## src/rtl/tlb_set_array.sv

```systemverilog
// Set-associative TLB entry store: per-way tag/data storage with ASID and global
// tagging, saturating LRU age counters, a combinational victim pick for the read
// set, and a flush engine that walks sets one per cycle.
module tlb_set_array #(
  parameter int unsigned NUM_SETS = 16,
  parameter int unsigned NUM_WAYS = 4,
  parameter int unsigned VPN_W    = 20,
  parameter int unsigned PPN_W    = 20,
  parameter int unsigned PERM_W   = 2,
  parameter int unsigned ASID_W   = 8,
  parameter int unsigned LRU_BITS = 4,
  localparam int unsigned SET_W   = $clog2(NUM_SETS),
  localparam int unsigned WAY_W   = $clog2(NUM_WAYS)
) (
  input  logic                         clk,
  input  logic                         rst_n,
  input  logic [SET_W-1:0]             rd_set,
  output logic [NUM_WAYS-1:0]          rd_valid,
  output logic [NUM_WAYS-1:0]          rd_global,
  output logic [NUM_WAYS*VPN_W-1:0]    rd_vpn,
  output logic [NUM_WAYS*PPN_W-1:0]    rd_ppn,
  output logic [NUM_WAYS*PERM_W-1:0]   rd_perms,
  output logic [NUM_WAYS*ASID_W-1:0]   rd_asid,
  output logic [NUM_WAYS*LRU_BITS-1:0] rd_lru,
  output logic [WAY_W-1:0]             victim_way,
  input  logic                         wr_en,
  input  logic [SET_W-1:0]             wr_set,
  input  logic [WAY_W-1:0]             wr_way,
  input  logic [VPN_W-1:0]             wr_vpn,
  input  logic [PPN_W-1:0]             wr_ppn,
  input  logic [PERM_W-1:0]            wr_perms,
  input  logic [ASID_W-1:0]            wr_asid,
  input  logic                         wr_global,
  input  logic                         touch_en,
  input  logic [SET_W-1:0]             touch_set,
  input  logic [WAY_W-1:0]             touch_way,
  input  logic                         flush_req,
  input  logic [1:0]                   flush_mode,
  input  logic [ASID_W-1:0]            flush_asid,
  input  logic [SET_W-1:0]             flush_set,
  output logic                         ready,
  output logic                         flush_busy,
  output logic                         flush_done
);

  localparam logic [LRU_BITS-1:0] AMAX = {LRU_BITS{1'b1}};

  typedef enum logic [1:0] {StIdle, StWalk, StDone} state_e;

  state_e              state_q, state_d;
  logic [SET_W-1:0]    ptr_q, ptr_d;
  logic [1:0]          mode_q, mode_d;
  logic [ASID_W-1:0]   fasid_q, fasid_d;

  logic                valid_q [NUM_SETS][NUM_WAYS];
  logic                valid_d [NUM_SETS][NUM_WAYS];
  logic [LRU_BITS-1:0] lru_q   [NUM_SETS][NUM_WAYS];
  logic [LRU_BITS-1:0] lru_d   [NUM_SETS][NUM_WAYS];
  logic                glob_q  [NUM_SETS][NUM_WAYS];
  logic [VPN_W-1:0]    vpn_q   [NUM_SETS][NUM_WAYS];
  logic [PPN_W-1:0]    ppn_q   [NUM_SETS][NUM_WAYS];
  logic [PERM_W-1:0]   perms_q [NUM_SETS][NUM_WAYS];
  logic [ASID_W-1:0]   asid_q  [NUM_SETS][NUM_WAYS];

  logic                wr_acc, touch_acc;
  logic                vic_found;
  logic [LRU_BITS-1:0] vic_best;

  function automatic logic [LRU_BITS-1:0] sat_inc(input logic [LRU_BITS-1:0] v);
    return (v == AMAX) ? v : v + 1'b1;
  endfunction

  assign ready      = (state_q != StWalk);
  assign flush_busy = (state_q == StWalk);
  assign flush_done = (state_q == StDone);

  assign wr_acc    = wr_en & ready;
  // A touch sharing its set with an accepted write is dropped.
  assign touch_acc = touch_en & ready & valid_q[touch_set][touch_way] &
                     ~(wr_acc & (wr_set == touch_set));

  // Flush FSM next-state: latch request, walk sets, pulse done.
  always_comb begin
    state_d = state_q;
    ptr_d   = ptr_q;
    mode_d  = mode_q;
    fasid_d = fasid_q;
    unique case (state_q)
      StIdle, StDone: begin
        state_d = StIdle;
        if (flush_req) begin
          mode_d  = flush_mode;
          fasid_d = flush_asid;
          ptr_d   = flush_mode[1] ? flush_set : '0;
          state_d = StWalk;
        end
      end
      StWalk: begin
        if (mode_q[1] || (ptr_q == SET_W'(NUM_SETS - 1))) state_d = StDone;
        // Whole-array walks wrap the pointer back to 0 on exit.
        if (!mode_q[1]) ptr_d = ptr_q + 1'b1;
      end
      default: state_d = StIdle;
    endcase
  end

  // Valid/LRU next-state from write, touch and the flush walk.
  always_comb begin
    valid_d = valid_q;
    lru_d   = lru_q;
    if (wr_acc) begin
      for (int w = 0; w < NUM_WAYS; w++) begin
        if (WAY_W'(w) == wr_way) begin
          valid_d[wr_set][w] = 1'b1;
          lru_d[wr_set][w]   = '0;
        end else if (valid_q[wr_set][w]) begin
          lru_d[wr_set][w] = sat_inc(lru_q[wr_set][w]);
        end
      end
    end
    if (touch_acc) begin
      for (int w = 0; w < NUM_WAYS; w++) begin
        if (WAY_W'(w) == touch_way) begin
          lru_d[touch_set][w] = '0;
        end else if (valid_q[touch_set][w]) begin
          lru_d[touch_set][w] = sat_inc(lru_q[touch_set][w]);
        end
      end
    end
    if (state_q == StWalk) begin
      for (int w = 0; w < NUM_WAYS; w++) begin
        if (!mode_q[0] || ((asid_q[ptr_q][w] == fasid_q) && !glob_q[ptr_q][w])) begin
          valid_d[ptr_q][w] = 1'b0;
          lru_d[ptr_q][w]   = '0;
        end
      end
    end
  end

  // Control state, valid bits and age counters with synchronous reset.
  always_ff @(posedge clk) begin
    if (!rst_n) begin
      state_q <= StIdle;
      ptr_q   <= '0;
      mode_q  <= '0;
      fasid_q <= '0;
      for (int s = 0; s < NUM_SETS; s++) begin
        for (int w = 0; w < NUM_WAYS; w++) begin
          valid_q[s][w] <= 1'b0;
          lru_q[s][w]   <= '0;
        end
      end
    end else begin
      state_q <= state_d;
      ptr_q   <= ptr_d;
      mode_q  <= mode_d;
      fasid_q <= fasid_d;
      valid_q <= valid_d;
      lru_q   <= lru_d;
    end
  end

  // Entry payload storage; contents are don't-care until the valid bit is set.
  always_ff @(posedge clk) begin
    if (wr_acc) begin
      vpn_q[wr_set][wr_way]   <= wr_vpn;
      ppn_q[wr_set][wr_way]   <= wr_ppn;
      perms_q[wr_set][wr_way] <= wr_perms;
      asid_q[wr_set][wr_way]  <= wr_asid;
      glob_q[wr_set][wr_way]  <= wr_global;
    end
  end

  // Combinational read of the whole selected set, way 0 at the LSBs.
  always_comb begin
    rd_valid  = '0;
    rd_global = '0;
    rd_vpn    = '0;
    rd_ppn    = '0;
    rd_perms  = '0;
    rd_asid   = '0;
    rd_lru    = '0;
    for (int w = 0; w < NUM_WAYS; w++) begin
      rd_valid[w]                     = valid_q[rd_set][w];
      rd_global[w]                    = glob_q[rd_set][w];
      rd_vpn[w*VPN_W +: VPN_W]        = vpn_q[rd_set][w];
      rd_ppn[w*PPN_W +: PPN_W]        = ppn_q[rd_set][w];
      rd_perms[w*PERM_W +: PERM_W]    = perms_q[rd_set][w];
      rd_asid[w*ASID_W +: ASID_W]     = asid_q[rd_set][w];
      rd_lru[w*LRU_BITS +: LRU_BITS]  = lru_q[rd_set][w];
    end
  end

  // Victim: lowest invalid way, else oldest way with ties to the lowest index.
  always_comb begin
    victim_way = '0;
    vic_found  = 1'b0;
    vic_best   = '0;
    for (int w = 0; w < NUM_WAYS; w++) begin
      if (!vic_found && !valid_q[rd_set][w]) begin
        victim_way = WAY_W'(w);
        vic_found  = 1'b1;
      end
    end
    if (!vic_found) begin
      vic_best = lru_q[rd_set][0];
      for (int w = 1; w < NUM_WAYS; w++) begin
        if (lru_q[rd_set][w] > vic_best) begin
          vic_best   = lru_q[rd_set][w];
          victim_way = WAY_W'(w);
        end
      end
    end
  end

endmodule

```

## config.mk

```make
export PLATFORM = sky130hd
export DESIGN_NAME = tlb_set_array
export DESIGN_NICKNAME = d
export VERILOG_FILES = /design/src/rtl/tlb_set_array.sv
export SDC_FILE = /design/constraint.sdc
export NUM_CORES = 2
export LEC_CHECK = 0
export CAP_MARGIN = 15
export CORE_MARGIN = 2
export CORE_UTILIZATION = 60
export DETAILED_ROUTE_END_ITERATION = 7
export PLACE_DENSITY_LB_ADDON = 0.12
export SLEW_MARGIN = 0
export SYNTH_ARGS = -nofsm -noshare
export SYNTH_HDL_FRONTEND = slang
export SYNTH_SLANG_ARGS = --single-unit
export TNS_END_PERCENT = 30
```

## constraint.sdc

```tcl
create_clock -name clk -period 12.5 [get_ports clk]
set_clock_uncertainty 0.15 [all_clocks]
set_input_delay 1.875 -clock clk [delete_from_list [all_inputs] [get_ports clk]]
set_output_delay 1.875 -clock clk [all_outputs]
set_load 0.05 [all_outputs]
```

==> run summary <==
* worst slew pin tran: 1340 ps
* remaining design rule violation count: 0
* via density per instance: 7.610
* worst supply voltage drop on vdd: 0.0001642 V
* clock-pin transition on the worst setup and hold timing paths: 60 ps
* vias in the first global route: 88640
* Total Routing Usage GR: 0.3982
* setup repair after global routing missed its margin: false
* Max clock buf depth: 4
* top cells by instance count after synthesis: 3264 x edfxtp_1, 1398 x mux4_2, 340 x dfxtp_1
* Layout Nets: 8370
* GRT overflow: 0
* wire length of the first global-routing pass: 709300 um
* Warnings, synthesis: 0
* number of enable flip-flop cells after synthesis: 3264
* pin count of the biggest net entering global routing: 99
* total die area: 260300 um^2
* area used by multi-input combinational logic: 47160 um^2
* data required time of the worst path: 10470 ps
* post-synthesis cell type with the largest combined area: edfxtp_1
* number of storage elements in the synthesis netlist: 3604
* routability congestion estimate: 1.003
* total negative slack for setup checks: 0 ps
* worst path arrival time: 8730 ps
* Highest Clock Rate: 92.94 MHz
* category of the worst setup path launch point: input pin
* routed wire length: 516900 um
* vertical die dimension: 510.2 um
* number of port buffers: 314
* Final setup violation count: 0
* Most used DFF post-synth: edfxtp_1
* pwr/cell area: 152.4 nW/um^2
* worst hold path class: reg -> reg
* Fillers: 15860
* IO Pins: 315
* width of the chip: 510.2 um
* worst-case headroom to the max-slew limit: 0.1070
* Resized Gates After CTS: 0
* most frequent cell after synthesis: edfxtp_1
* Critical Setup Path Class: in -> out
* total via count after detailed routing: 90800
* critical path fanouts, max: 82
* number of CTS-inserted buffers: 371
* LEAKAGE: 0.05447 uW
* TritonCTS clock tree: done
* Initial DRC Count: 14620
* mapped cell area: 153700 um^2
* Hold-fix buffers, CTS: 0
* CTS Root Buffer Type: clkbuf_16
* area share of the leading cell type in the synthesized netlist: 0.6376
* insertion delay to the later sink of the worst-skew pair: 910 ps
* share of synthesized registers carrying an async set or reset: 0
* result of the run: finished, final reports clean
* final critical delay including setup and external delays: 10760 ps
* synthesized instance count: 7839
* Synth-to-Final Area Change: 12.94%
* number of maximum-capacitance violations: 0
* final slew viol count: 0
* initial cell density of the core: 0.6043
* estimated wirelength of the detail-placed design: 297800 um
* first-pass detailed-route iteration total: 6
* type of destination of the critical path: output port
* Post-DRT Antenna Nets: 0
* Syn Area/Cell: 19.61 um^2
* nets in the synthesized netlist: 7949
* final critical-path share of the clock period: 0.8608
* share of final-layout standard cells stronger than drive strength 1: 0.2863
* Reg area: 104800 um^2
* Floorplan Core Area: 254400 um^2
* H-tree depth: 5
* row count: 185
* drt wl/cell: 43.32 um
* number of antenna violations at the first check in global routing: 19
* part of the Yosys area used for sequential elements: 0.6819
* distinct cell type count after synthesis: 89
* CTS Sinks: 3604
* min setup slack post-route: 1740 ps
* Worst Setup Slack post-DPL: 1780 ps
* buffers inserted during post-CTS setup optimization: 0
* final hold vios: 0
* top area cells in the synthesized netlist: edfxtp_1 64%, mux4_2 20%, dfxtp_1 4.4%, nand2_1 0.80%, nor2_1 0.74%
[metal layers]
metal  global-route usage  vias up  share of wire
li1                     -    34340              -
met1               0.5435    47870           0.35
met2               0.6015     7138           0.46
met3               0.1087     1438           0.13
met4               0.1944       14          0.059
met5             0.003472        -        0.00041
[final cells by class]
| cell class | count | share of cell area |
|---|---|---|
| clock inverters | 222 | 0.01355 |
| multi-input cells | 3652 | 0.2716 |
| well taps | 3366 | 0.02426 |
| repair buffers | 588 | 0.02917 |
| clock buffers | 445 | 0.05640 |
| flip-flops and latches | 3604 | 0.6039 |
| diodes | 12 | 0.0001730 |
| inverters | 43 | 0.0009585 |
[final timing paths]
| check | slack (ps) | to | depth (start not counted) | from |
|---|---|---|---|---|
| worst max-delay path | 1740 | victim_way[0] | 25 | rd_set[0] |
| worst min-delay path | 350 | mode_q[1] | 2 | mode_q[1] |
| worst max register to register | 6780 | lru_q[145] | 9 | register |
| worst min register to register | 350 | mode_q[1] | 2 | mode_q[1] |
[cells in the final DEF (no fill, tap or decap), drive strengths merged, types with 26 or more instances in the layout]
master         instances
edfxtp              3264
bufinv                44
nor2                 303
clkbuf               445
nand2                326
a221o                 60
a211oi                70
clkdlybuf4s50        254
o21ai                105
a32o                  46
clkinv               148
inv                   53
nor2b                 56
mux4                1398
and2                  35
o211ai                40
o31a                  26
nand4                 57
xnor2                 26
nand3                 86
mux2i                 84
a22oi                138
o31ai                 52
a22o                  37
dfxtp                340
buf                  334
o221a                 37
o211a                 62
nor3                  90
and3                  85
a21oi                115
[critical path, cell delays in order]
cell and delay, ps:
buf_16 470, mux4_2 590, mux2i_1 360, a21oi_1 240
ha_1 370, nor2b_1 140, o21a_1 160, o21a_1 170
o21ai_1 410, mux2i_1 320, ha_1 280, nor2b_1 130
o21a_1 160, o21a_1 160, o21ai_1 470, mux2_2 420
ha_1 190, nor2b_1 100, o21ai_0 80, nand2b_1 80
a21oi_1 60, o21ai_0 260, o21ai_0 130, a21boi_0 180
clkdlybuf4s50_1 830
[flip-flops by register name, summed over array words and instances (netlist names), named ones only]
| name | flops |
|---|---|
| ppn_q | 1280 |
| vpn_q | 1280 |
| asid_q | 512 |
| lru_q | 256 |
| perms_q | 128 |
| glob_q | 64 |
| valid_q | 64 |
| fasid_q | 8 |
| ptr_q | 4 |
| mode_q | 2 |
| state_q | 2 |
[cell families after synthesis]
family	synth area share
compound gates	0.05104
fa+ha+maj	0.001953
mux	0.2110
simple gates	0.03545
xor+xnor	0.002165
flops	0.6819
buf+inv	0.01648
[power breakdown]
part           internal (uW)  switching, uW
Clock                   6490           4690
Sequential             13200           43.1
Combinational            712           1340
Total                  20400           6070
[metrics by stage]
step | util | instances | power (uW) | area (um^2) | hold WS (ps)
after floorplan | - | 7839 | 14700 | 153700 | 312.9
after global routing | 0.6824 | 11920 | 27020 | 173600 | 389.3
after detailed placement | 0.6341 | 11250 | 15500 | 161300 | 345.5
after global placement | 0.6341 | 11250 | 15480 | 161300 | 340.9
final | 0.6825 | 11930 | 26450 | 173600 | 351.5
after CTS | 0.6818 | 11910 | 26500 | 173400 | 356.7
Note: power is estimated with default switching activity, not from simulation.
